### src/rtl/z_core_alu_arb.sv
`default_nettype none
// ============================================================================
// Module   : z_core_alu_arb
// Purpose  : Two-requester arbiter and sequencer for the shared Z-Core ALU.
//            Port 0 is the core execute stage and port 1 is a secondary
//            requester (debug or coprocessor). One requester is granted at a
//            time. Its op and operands are latched, driven to the ALU from
//            registers for one cycle, and the captured result is returned to
//            that requester with a valid/ready handshake.
// Revision : 1.0 - initial release
// ----------------------------------------------------------------------------
// Parameters
//   DATA_WIDTH  operand / result width (default 32)
//   OP_WIDTH    ALU operation code width (default 4)
// Ports
//   clk                      rising-edge clock
//   rstn                     asynchronous active-low reset
//   r0_valid / r1_valid      request valid per port
//   r0_ready / r1_ready      one-cycle grant pulse (only in IDLE)
//   r0_op / r1_op            operation code per port
//   r0_a, r0_b, r1_a, r1_b   operands per port
//   r0_rsp_valid/r1_rsp_valid  response valid (granted port only)
//   r0_rsp_ready/r1_rsp_ready  response accepted by requester
//   r0_rsp_data/r1_rsp_data    result (0 on the non-granted port)
//   alu_op, alu_a, alu_b     issue registers driven to the shared ALU
//   alu_result               combinational ALU result
// Configuration
//   Z_CORE_ALU_ARB_RR_EN     defined   : round-robin tie break
//                            undefined : fixed priority, port 0 wins ties
// ============================================================================
module z_core_alu_arb #(
  parameter int DATA_WIDTH = 32,
  parameter int OP_WIDTH   = 4
) (
  input  logic                  clk,
  input  logic                  rstn,
  // port 0 request
  input  logic                  r0_valid,
  output logic                  r0_ready,
  input  logic [OP_WIDTH-1:0]   r0_op,
  input  logic [DATA_WIDTH-1:0] r0_a,
  input  logic [DATA_WIDTH-1:0] r0_b,
  // port 1 request
  input  logic                  r1_valid,
  output logic                  r1_ready,
  input  logic [OP_WIDTH-1:0]   r1_op,
  input  logic [DATA_WIDTH-1:0] r1_a,
  input  logic [DATA_WIDTH-1:0] r1_b,
  // port 0 response
  output logic                  r0_rsp_valid,
  input  logic                  r0_rsp_ready,
  output logic [DATA_WIDTH-1:0] r0_rsp_data,
  // port 1 response
  output logic                  r1_rsp_valid,
  input  logic                  r1_rsp_ready,
  output logic [DATA_WIDTH-1:0] r1_rsp_data,
  // shared ALU
  output logic [OP_WIDTH-1:0]   alu_op,
  output logic [DATA_WIDTH-1:0] alu_a,
  output logic [DATA_WIDTH-1:0] alu_b,
  input  logic [DATA_WIDTH-1:0] alu_result
);

  typedef enum logic [1:0] {
    ST_IDLE = 2'd0,
    ST_EXEC = 2'd1,
    ST_RESP = 2'd2
  } state_t;

  state_t                r_state;
  state_t                w_state_nxt;

  logic                  r_gnt;     // index of the port currently being served
  logic [OP_WIDTH-1:0]   r_op;
  logic [DATA_WIDTH-1:0] r_a;
  logic [DATA_WIDTH-1:0] r_b;
  logic [DATA_WIDTH-1:0] r_result;

  logic                  w_any_valid;
  logic                  w_win;     // arbitration winner index
  logic                  w_grant;   // a grant is issued this cycle
  logic                  w_rsp_ack; // granted port accepts the response

  assign w_any_valid = r0_valid | r1_valid;

  // Grants happen only in IDLE. Qualifying with rstn keeps both ready
  // outputs low while reset is asserted even if a requester holds valid,
  // since the state register already reads IDLE during reset.
  assign w_grant = (r_state == ST_IDLE) && rstn && w_any_valid;

  // Only the granted port's rsp_ready matters; the other one is ignored.
  assign w_rsp_ack = r_gnt ? r1_rsp_ready : r0_rsp_ready;

  // --------------------------------------------------------------------------
  // Arbitration
  // --------------------------------------------------------------------------
`ifdef Z_CORE_ALU_ARB_RR_EN
  // Last-served pointer. It resets to 1 so that port 0 wins the first tie.
  logic r_last;

  // Single requester wins outright; on a tie the port not served last wins.
  assign w_win = (r0_valid && r1_valid) ? ~r_last : r1_valid;

  always_ff @(posedge clk or negedge rstn) begin
    if (!rstn) begin
      r_last <= 1'b1;
    end else if (w_grant) begin
      r_last <= w_win;
    end
  end
`else
  // Fixed priority: port 0 wins whenever it is requesting.
  assign w_win = ~r0_valid;
`endif

  // --------------------------------------------------------------------------
  // State register
  // --------------------------------------------------------------------------
  always_ff @(posedge clk or negedge rstn) begin
    if (!rstn) begin
      r_state <= ST_IDLE;
    end else begin
      r_state <= w_state_nxt;
    end
  end

  // --------------------------------------------------------------------------
  // Next state and handshake outputs
  // --------------------------------------------------------------------------
  always_comb begin
    w_state_nxt  = r_state;
    r0_ready     = 1'b0;
    r1_ready     = 1'b0;
    r0_rsp_valid = 1'b0;
    r1_rsp_valid = 1'b0;
    r0_rsp_data  = '0;
    r1_rsp_data  = '0;
    case (r_state)
      ST_IDLE: begin
        if (w_grant) begin
          r0_ready    = ~w_win;
          r1_ready    = w_win;
          w_state_nxt = ST_EXEC;
        end
      end
      ST_EXEC: begin
        w_state_nxt = ST_RESP;
      end
      ST_RESP: begin
        // The ack only returns to IDLE; the next grant is evaluated there,
        // so rsp_ready never reaches the ready outputs combinationally.
        if (r_gnt) begin
          r1_rsp_valid = 1'b1;
          r1_rsp_data  = r_result;
        end else begin
          r0_rsp_valid = 1'b1;
          r0_rsp_data  = r_result;
        end
        if (w_rsp_ack) begin
          w_state_nxt = ST_IDLE;
        end
      end
      default: begin
        w_state_nxt = ST_IDLE;
      end
    endcase
  end

  // --------------------------------------------------------------------------
  // Issue registers: capture the winner's request on the grant
  // --------------------------------------------------------------------------
  always_ff @(posedge clk or negedge rstn) begin
    if (!rstn) begin
      r_gnt <= 1'b0;
      r_op  <= '0;
      r_a   <= '0;
      r_b   <= '0;
    end else if (w_grant) begin
      r_gnt <= w_win;
      if (w_win) begin
        r_op <= r1_op;
        r_a  <= r1_a;
        r_b  <= r1_b;
      end else begin
        r_op <= r0_op;
        r_a  <= r0_a;
        r_b  <= r0_b;
      end
    end
  end

  // --------------------------------------------------------------------------
  // Result register: the ALU output is sampled only at the end of EXEC
  // --------------------------------------------------------------------------
  always_ff @(posedge clk or negedge rstn) begin
    if (!rstn) begin
      r_result <= '0;
    end else if (r_state == ST_EXEC) begin
      r_result <= alu_result;
    end
  end

  // The ALU is always driven from the issue registers. Its result is only
  // used in EXEC.
  assign alu_op = r_op;
  assign alu_a  = r_a;
  assign alu_b  = r_b;

endmodule
`default_nettype wire
### config.mk
export PLATFORM = sky130hd
export DESIGN_NAME = z_core_alu_arb
export DESIGN_NICKNAME = d
export VERILOG_FILES = /design/src/rtl/z_core_alu_arb.sv
export SDC_FILE = /design/constraint.sdc
export NUM_CORES = 1
export LEC_CHECK = 0
export BUFFER_PORTS_ARGS = -buffer_cell sky130_fd_sc_hd__buf_2
export CORE_MARGIN = 8
export CORE_UTILIZATION = 44
export DETAILED_ROUTE_END_ITERATION = 8
export PLACE_DENSITY = 0.86
export SLEW_MARGIN = 30
export SYNTH_ARGS = -nofsm -noshare
export SYNTH_HDL_FRONTEND = slang
export SYNTH_SLANG_ARGS = --single-unit
### constraint.sdc
create_clock -name clk -period 2.2 [get_ports clk]
set_input_delay 0.22 -clock clk [delete_from_list [all_inputs] [get_ports clk]]
set_output_delay 0.22 -clock clk [all_outputs]
set_load 0.05 [all_outputs]
==> results of run 1 <==
-- critical path, cell delays in order, from the launching register on --
cell and delay (ns):
dfrtp_1 0.39, nand2b_1 0.18, nor2_1 0.10, buf_4 0.28, and2_1 0.19, buf_2 0.27
-- routing by layer --
| layer | share of wire, % | global-route usage (%) | up-vias | wire [µm] |
|---|---|---|---|---|
| li1 | - | - | 1905 | - |
| met1 | 37 | 20.7 | 1944 | 5530 |
| met2 | 52 | 33.1 | 174 | 7770 |
| met3 | 10 | 5.98 | 12 | 1490 |
| met4 | 0.94 | 5.28 | 0 | 141 |
| met5 | 0 | 0 | - | 0 |
-- cell families after synthesis --
family | after synthesis
flip-flops | 103
buffers and inverters | 27
AND/OR/NAND/NOR | 72
multiplexers | 169
AO/OA/AOI/OAI | 3
-- power groups by stage --
stage / logic (mW) / clock network, mW / registers, mW
floorplan: 2.46 / 0 / 5.60
global placement: 6.11 / 0 / 3.39
detailed placement: 6.22 / 0 / 3.46
CTS: 6.23 / 1.53 / 3.44
global route: 6.43 / 1.61 / 3.57
finish: 6.15 / 1.48 / 3.43
-- cell type report --
| cell class | count | area share (%) |
|---|---|---|
| Clock inverter | 2 | 0.210 |
| Clock buffer | 14 | 3.70 |
| Sequential cell | 103 | 36.1 |
| Inverter | 1 | 0.0525 |
| Multi-Input combinational cell | 244 | 33.8 |
| Timing Repair Buffer | 321 | 23.7 |
| Tap cell | 143 | 2.50 |
-- worst paths after layout --
check                                     from              end  slack [ns]  depth (start not counted)
worst min-delay path            alu_result[15]     r_result[15]        0.12                          2
max in group asynchronous                 rstn        alu_op[3]        1.10                          3
worst min register to register       alu_op[0]        alu_op[0]        0.50                          1
worst max register to register      r_state[1]        alu_op[3]        0.57                          4
min in group asynchronous                 rstn        alu_a[16]        0.28                          2
worst max-delay path                r_state[0]  r0_rsp_data[15]        0.23                          5
-- registers in the layout, indices dropped and copies added (netlist names) --
register / cells
r_result: 32
r_gnt: 1
alu_b: 32
alu_a: 32
alu_op: 4
r_state: 2
-- Yosys cell counts, drive strengths merged --
library cell,count
mux2,169
dfrtp,103
and2,65
clkbuf,14
buf,12
nor2,3
a21oi,1
inv,1
nand2,1
nand2b,1
nor2b,1
nor3b,1
o21a,1
o21bai,1
==> results.cfg, run 1 <==
[outcome]
outcome = finished, final reports clean

[critical_path]
cp_max_fo = 33
required_ns = 1.98
end_kind = output pin
critPathLaunchType = register
critical_path_arrival_ns = 1.75
worstSetupPathType = register to output pin

[clock_network]
clock_path_buffers = 2
cts_tree = done
post-cts-setup-buffers = 0
insertion_delay_ns = 0.33
htree_levels = 3
cts_buffers = 9
cts.clk_slew.worst_paths_ns = 0.07
cts_resized = 0
cts_root_buffer = clkbuf_16
cts_hold_buf = 1
cts_sinks = 103

[timing]
fin_crit_ns = 1.97
max_clock_freq_mhz = 507
tns_ns = 0
slew_headroom_pct = 58.8
fin_crit_sh_pct = 89.6
hold_slack_ns = 0.118
worst_slew_pin_slew_ns = 0.619
finalWorstSetupSlack_ns = 0.229
finClkSkew_ns = 0.00505
hold_viol = 0
rsz0062_at_grt = no
finalSetupViolations = 0
slew_viol_final = 0

[synth]
synth_top_cells_by_area = dfrtp_1 (50%), mux2_2 (35%), and2_1 (7.9%)
syn_avg_cell_area_um2 = 13.8
synth-simple-area-share_pct = 8.68
ys_seq_area_share_pct = 50.1
yosys.area.top_type = dfrtp_1
synthCells = 374
yosysWarningCount = 0
ys_ff_latch = 103
synth_top_family_by_area = multiplexers
synth_fa_ha_area_share_pct = 0
synth_xor_area_share_pct = 0
ys_types = 18
synth_nets = 548
synth_top_area_share_pct = 50.1
synthMuxAreaShare_pct = 37.7
synth_compound_area_share_pct = 0.389
syn_area_um2 = 5140

[worst_hold_path]
hold_class = primary input to register

[global_routing]
grt_overflow_total = 0
grt_use_total_pct = 18.5
antenna_found_initial = 0
grt_max_degree = 50
grt_pass1_vias = 4385
grt_pass1_wl_mm = 22.3

[power]
power.internal_mw = 5.56
max-vdd-ir-drop_mv = 0.971
clock_power_share_pct = 13.4
p_sw_mw = 5.50
pwr-share-seq_pct = 31.0
p_per_area_nw_per_um2 = 1550
p_leak_nw = 3.63
finalPower_mw = 11.1
comb_power_share_pct = 55.6
swShare_pct = 49.7

[floorplan]
initial_core_util_pct = 45.0
core_um2 = 11400
num_rows = 39
die_x_um = 124
ios = 310
die_height_um = 124
dieArea_um2 = 15400

[route]
final_antenna_net_count = 0
drc = 0
drt_iter0_drc = 103
num_vias = 4035
dr.pass1.iters = 6
wirelength_mm = 14.9
wl_per_cell_um = 18.0
avgViaCountPerCell = 4.87

[place]
placed_area_um2 = 6860
port_buffers = 309
hpwlAfterDp_mm = 12.1
pre_cts_slack_ns = 0.562
dp_cells = 811
gp_congestion = 0.802

[final_layout]
num_antenna_cells = 0
fin_nets = 854
drive_gt1_share_pct = 73.7
layout_common_cells = buf_2 (308), mux2_2 (160), dfrtp_1 (103)
final_common_cell = buf_2
design_area_um2 = 7140
multi_input_area_um2 = 2410
area_delta_synth_final_pct = 38.9
regArea_um2 = 2580
stdcell_count = 828
fin_util_pct = 62.6
fill_cells = 920

[job]
maxCapViolations = 0
No activity file was read; power rests on OpenSTA's default activity.
==> inputs of run 2 (changes only) <==
--- a/config.mk
+++ b/config.mk
@@ -6,6 +6,7 @@
 export NUM_CORES = 1
 export LEC_CHECK = 0
 export BUFFER_PORTS_ARGS = -buffer_cell sky130_fd_sc_hd__buf_2
+export CAP_MARGIN = 20
 export CORE_MARGIN = 8
 export CORE_UTILIZATION = 44
 export DETAILED_ROUTE_END_ITERATION = 8
==> constraint.sdc (replaced) <==
create_clock -name clk -period 1.85 [get_ports clk]
set_input_delay 0.185 -clock clk [delete_from_list [all_inputs] [get_ports clk]]
set_output_delay 0.185 -clock clk [all_outputs]
set_load 0.05 [all_outputs]
==> results.cfg, run 2 (same netlist as run 1, synthesis figures left out) <==
[outcome]
outcome = finished, final reports clean

[route]
num_vias = 4102
avgViaCountPerCell = 4.94
final_antenna_net_count = 0
drc = 0
wirelength_mm = 15.7
wl_per_cell_um = 19.0
drt_iter0_drc = 167
dr.pass1.iters = 4

[timing]
hold_viol = 0
fin_crit_ns = 1.80
slew_viol_final = 0
worst_slew_pin_slew_ns = 0.670
fin_crit_sh_pct = 97.2
slew_headroom_pct = 55.3
finalSetupViolations = 0
max_clock_freq_mhz = 556
finClkSkew_ns = 0.00807
hold_slack_ns = 0.0742

[critical_path]
end_kind = output pin
required_ns = 1.66
r2r-start = r_state[0]
reg2reg_setup_slack_ns = 0.12
r2r_cells = 5
critical_path_arrival_ns = 1.61
critPathLaunchType = register
worstSetupPathType = register to output pin
rr_endpoint = alu_b[8]
cp_max_fo = 16
crit_start = r_state[0]
worstSetupEndpoint = r1_rsp_data[23]

[floorplan]
initial_core_util_pct = 45.0
dieArea_um2 = 15400
num_rows = 39
die_height_um = 124
core_um2 = 11400
ios = 310
die_x_um = 124

[worst_hold_path]
hold_class = primary input to register
min_path_cells = 2

[clock_network]
cts_root_buffer = clkbuf_16
cts_buffers = 9
clock_path_buffers = 2
cts_tree = done
cts.clk_slew.worst_paths_ns = 0.07
htree_levels = 3
cts_sinks = 103
insertion_delay_ns = 0.34

[global_routing]
grt_pass1_wl_mm = 23.1
grt_use_total_pct = 19.1
grt_pass1_vias = 4626
antenna_found_initial = 0
grt_overflow_total = 0
grt_max_degree = 53

[place]
gp_congestion = 0.779
placed_area_um2 = 6890
port_buffers = 309
dp_cells = 810
hpwlAfterDp_mm = 12.1

[final_layout]
regArea_um2 = 2580
layout_common_cells = buf_2 (244), mux2_2 (160), dfrtp_1 (102)
fill_cells = 844
area_delta_synth_final_pct = 44.9
fin_nets = 856
drive_gt1_share_pct = 74.8
num_antenna_cells = 0
stdcell_count = 830
design_area_um2 = 7450
multi_input_area_um2 = 2430
final_common_cell = buf_2

[power]
p_leak_nw = 3.67
p_per_area_nw_per_um2 = 1840
max-vdd-ir-drop_mv = 1.20

[job]
maxCapViolations = 0
[run 2: cell types whose count changed in the layout (fill, tap and decap cells not counted), sizes merged]
cell | previous run | this run
bufinv | 0 | 1
clkinvlp | 2 | 3
clkbuf | 14 | 12
clkinv | 0 | 2
[run 2: cell type report]
class | count | share of cell area [%]
Clock buffer | 10 | 3.21
Clock inverter | 6 | 0.940
Inverter | 1 | 0.0504
Multi-Input combinational cell | 244 | 32.6
Sequential cell | 103 | 34.6
Tap cell | 143 | 2.40
Timing Repair Buffer | 323 | 26.2
[run 2: per-stage QoR]
stage | total power, mW | TNS, ns | util (%) | worst slack, ns
6_report | 13.7 | 0 | 65.3 | 0.0520
5_1_grt | 14.3 | -0.0923 | 65.3 | -0.0134
4_1_cts | 13.7 | 0 | 64.5 | 0.00642
3_5_place_dp | 11.6 | 0 | 60.3 | 0.176
3_3_place_gp | 11.4 | 0 | 60.3 | 0.231
2_1_floorplan | 9.60 | 0 | - | 0.0831
[run 2: worst min-delay path by stage]
stage,slack (ns),start,endpoint
after floorplan,-0.11,rstn,alu_a[0]
after global placement,0.36,rstn,alu_a[2]
after detailed placement,0.36,rstn,alu_b[30]
after CTS,0.06,alu_result[30],r_result[30]
after global routing,0.07,alu_result[27],r_result[27]
final,0.07,alu_result[30],r_result[30]
[run 2: what timing repair did]
item / in CTS / in global routing
hold buffers: 1 / 0
endpoints found under the hold margin: 39 / 0
endpoints found under the setup margin: 64 / 109
cloned: 0 / 2
setup buffers: 0 / 1
gates resized for setup: 66 / 7
[run 2: critical path, stage by stage, from the launching register on]
cell	delay, ns
dfrtp_1	0.38
nand2b_4	0.16
nor2_4	0.19
clkbuf_16	0.21
and2_1	0.13
buf_4	0.19
[run 2: report_power, final]
part,total (mW),leakage [nW],switching [mW],internal [mW]
combinational,7.69,2.33,5.19,2.50
sequential,4.12,1.21,0.710,3.41
clock,1.92,0.141,0.829,1.09
[run 2: routing by layer]
| metal | share of wire [%] | routed length [µm] | up-vias | global-route usage [%] |
|---|---|---|---|---|
| met4 | 3.0 | 476 | 0 | 9.14 |
| met1 | 35 | 5450 | 1958 | 19.5 |
| li1 | - | - | 1905 | - |
| met2 | 53 | 8370 | 204 | 35.7 |
| met3 | 9.1 | 1440 | 35 | 4.62 |
| met5 | 0 | 0 | - | 0 |
==> inputs of run 3 (changes only) <==
--- a/config.mk
+++ b/config.mk
@@ -10,6 +10,7 @@
 export CORE_MARGIN = 8
 export CORE_UTILIZATION = 44
 export DETAILED_ROUTE_END_ITERATION = 8
+export HOLD_SLACK_MARGIN = 0.12
 export PLACE_DENSITY = 0.86
 export SLEW_MARGIN = 30
 export SYNTH_ARGS = -nofsm -noshare
==> results.cfg, run 3 (same netlist as run 1, synthesis figures left out) <==
[route]
num_vias = 4323
drc = 0
drt_iter0_drc = 274
wirelength_mm = 17.6
final_antenna_net_count = 0
avgViaCountPerCell = 5.00
dr.pass1.iters = 4
wl_per_cell_um = 20.3

[timing]
max_clock_freq_mhz = 534
slew_viol_final = 0
fin_crit_sh_pct = 101
worst_slew_pin_slew_ns = 0.669
finalWorstSetupSlack_ns = -0.0211
finClkSkew_ns = 0.00667
slew_headroom_pct = 55.4
finalSetupViolations = 2
fin_crit_ns = 1.87
hold_viol = 0
hold_slack_ns = 0.152

[worst_hold_path]
hold_class = primary input to register
min_path_cells = 3

[critical_path]
worstSetupPathType = register to output pin
required_ns = 1.66
end_kind = output pin
reg2reg_setup_slack_ns = 0.12
r2r_cells = 5
cp_max_fo = 16
slowest_delay_ns = 0.38
cp_cell_sequence = nand2b_4, nor2_4, buf_12, clkbuf_16, and2_1, buf_4
critPathLaunchType = register
critPathSlowestCell = dfrtp_1
critical_path_arrival_ns = 1.69

[final_layout]
fin_util_pct = 68.6
regArea_um2 = 2580
drive_gt1_share_pct = 71.6
final_common_cell = buf_2
fin_nets = 890
fill_cells = 770
layout_common_cells = buf_2 (244), mux2_2 (160), dfrtp_1 (102)
area_delta_synth_final_pct = 52.3
stdcell_count = 865
multi_input_area_um2 = 2430

[global_routing]
grt.busiest_layer = met2
grt_pass1_wl_mm = 24.8
grt_use_met1_pct = 21.5
grt_overflow_total = 0
grtUsageMet3_pct = 4.53
grt_use_total_pct = 20.6
grt_max_degree = 53
antenna_found_initial = 1
grt_pass1_vias = 4891
met2_usage_pct = 38.6

[outcome]
outcome = finished, violations left
violations = setup timing

[clock_network]
clock_path_buffers = 2
cts_buffers = 9
cts_root_buffer = clkbuf_16
htree_levels = 3
cts_tree = done
cts.clk_slew.worst_paths_ns = 0.07
insertion_delay_ns = 0.34
cts_sinks = 103

[power]
p_per_area_nw_per_um2 = 1790
max-vdd-ir-drop_mv = 1.20
finalPower_mw = 14.0
p_leak_nw = 3.83

[place]
port_buffers = 309
dp_cells = 810
hpwlAfterDp_mm = 12.1
gp_congestion = 0.779

[floorplan]
initial_core_util_pct = 45.0
ios = 310
dieArea_um2 = 15400
num_rows = 39
die_height_um = 124
core_um2 = 11400
die_x_um = 124

[job]
maxCapViolations = 0
-- run 3: area by class of cell --
class	count	share of cell area [%]
multi-input combinational	244	31.0
clock buffer	10	3.05
clock inverter	6	0.894
inverter	1	0.0479
antenna	1	0.0319
tap	143	2.28
timing repair buffer	357	29.8
sequential	103	32.9
-- run 3: worst max-delay path, delay by kind of cell (launching register included) --
kind	cells	cell delay, ns
buf+inv	3	0.50
simple gates	3	0.46
flops	1	0.38
-- run 3: what timing repair did --
action                                 CTS  global route
cloned                                   0             3
hold buffers                            33             0
endpoints found under the hold margin   83             0
buffers inserted                         0             2
setup endpoints to repair               64           116
pin swaps                                0             1
gates resized for setup                 66            11
-- run 3: where the power goes --
group | internal, mW | switching, mW
Clock | 1.09 | 0.839
Sequential | 3.40 | 0.767
Combinational | 2.62 | 5.29
Total | 7.11 | 6.90
-- run 3: path summary, 6_finish.rpt --
kind | from | end
worst max-delay path | r_state[0] | r0_rsp_data[12]
worst min-delay path | r1_valid | r_gnt
worst max register to register | r_state[0] | alu_b[8]
worst min register to register | alu_b[12] | alu_b[12]
max in group asynchronous | rstn | r_state[1]
min in group asynchronous | rstn | alu_b[22]
-- run 3: through the flow --
stage | setup TNS, ns | worst slack, ns | area [µm²]
global route | -0.353 | -0.0576 | 7840
detailed placement | 0 | 0.176 | 6890
CTS | 0 | 0.00642 | 7690
finish | -0.0381 | -0.0211 | 7840
global placement | 0 | 0.231 | 6890
floorplan | 0 | 0.0831 | 5150
-- run 3: metal layers --
| metal | vias up | wire length [µm] |
|---|---|---|
| li1 | 1972 | - |
| met1 | 2090 | 6300 |
| met2 | 221 | 9400 |
| met3 | 40 | 1370 |
| met4 | 0 | 539 |
| met5 | - | 0 |
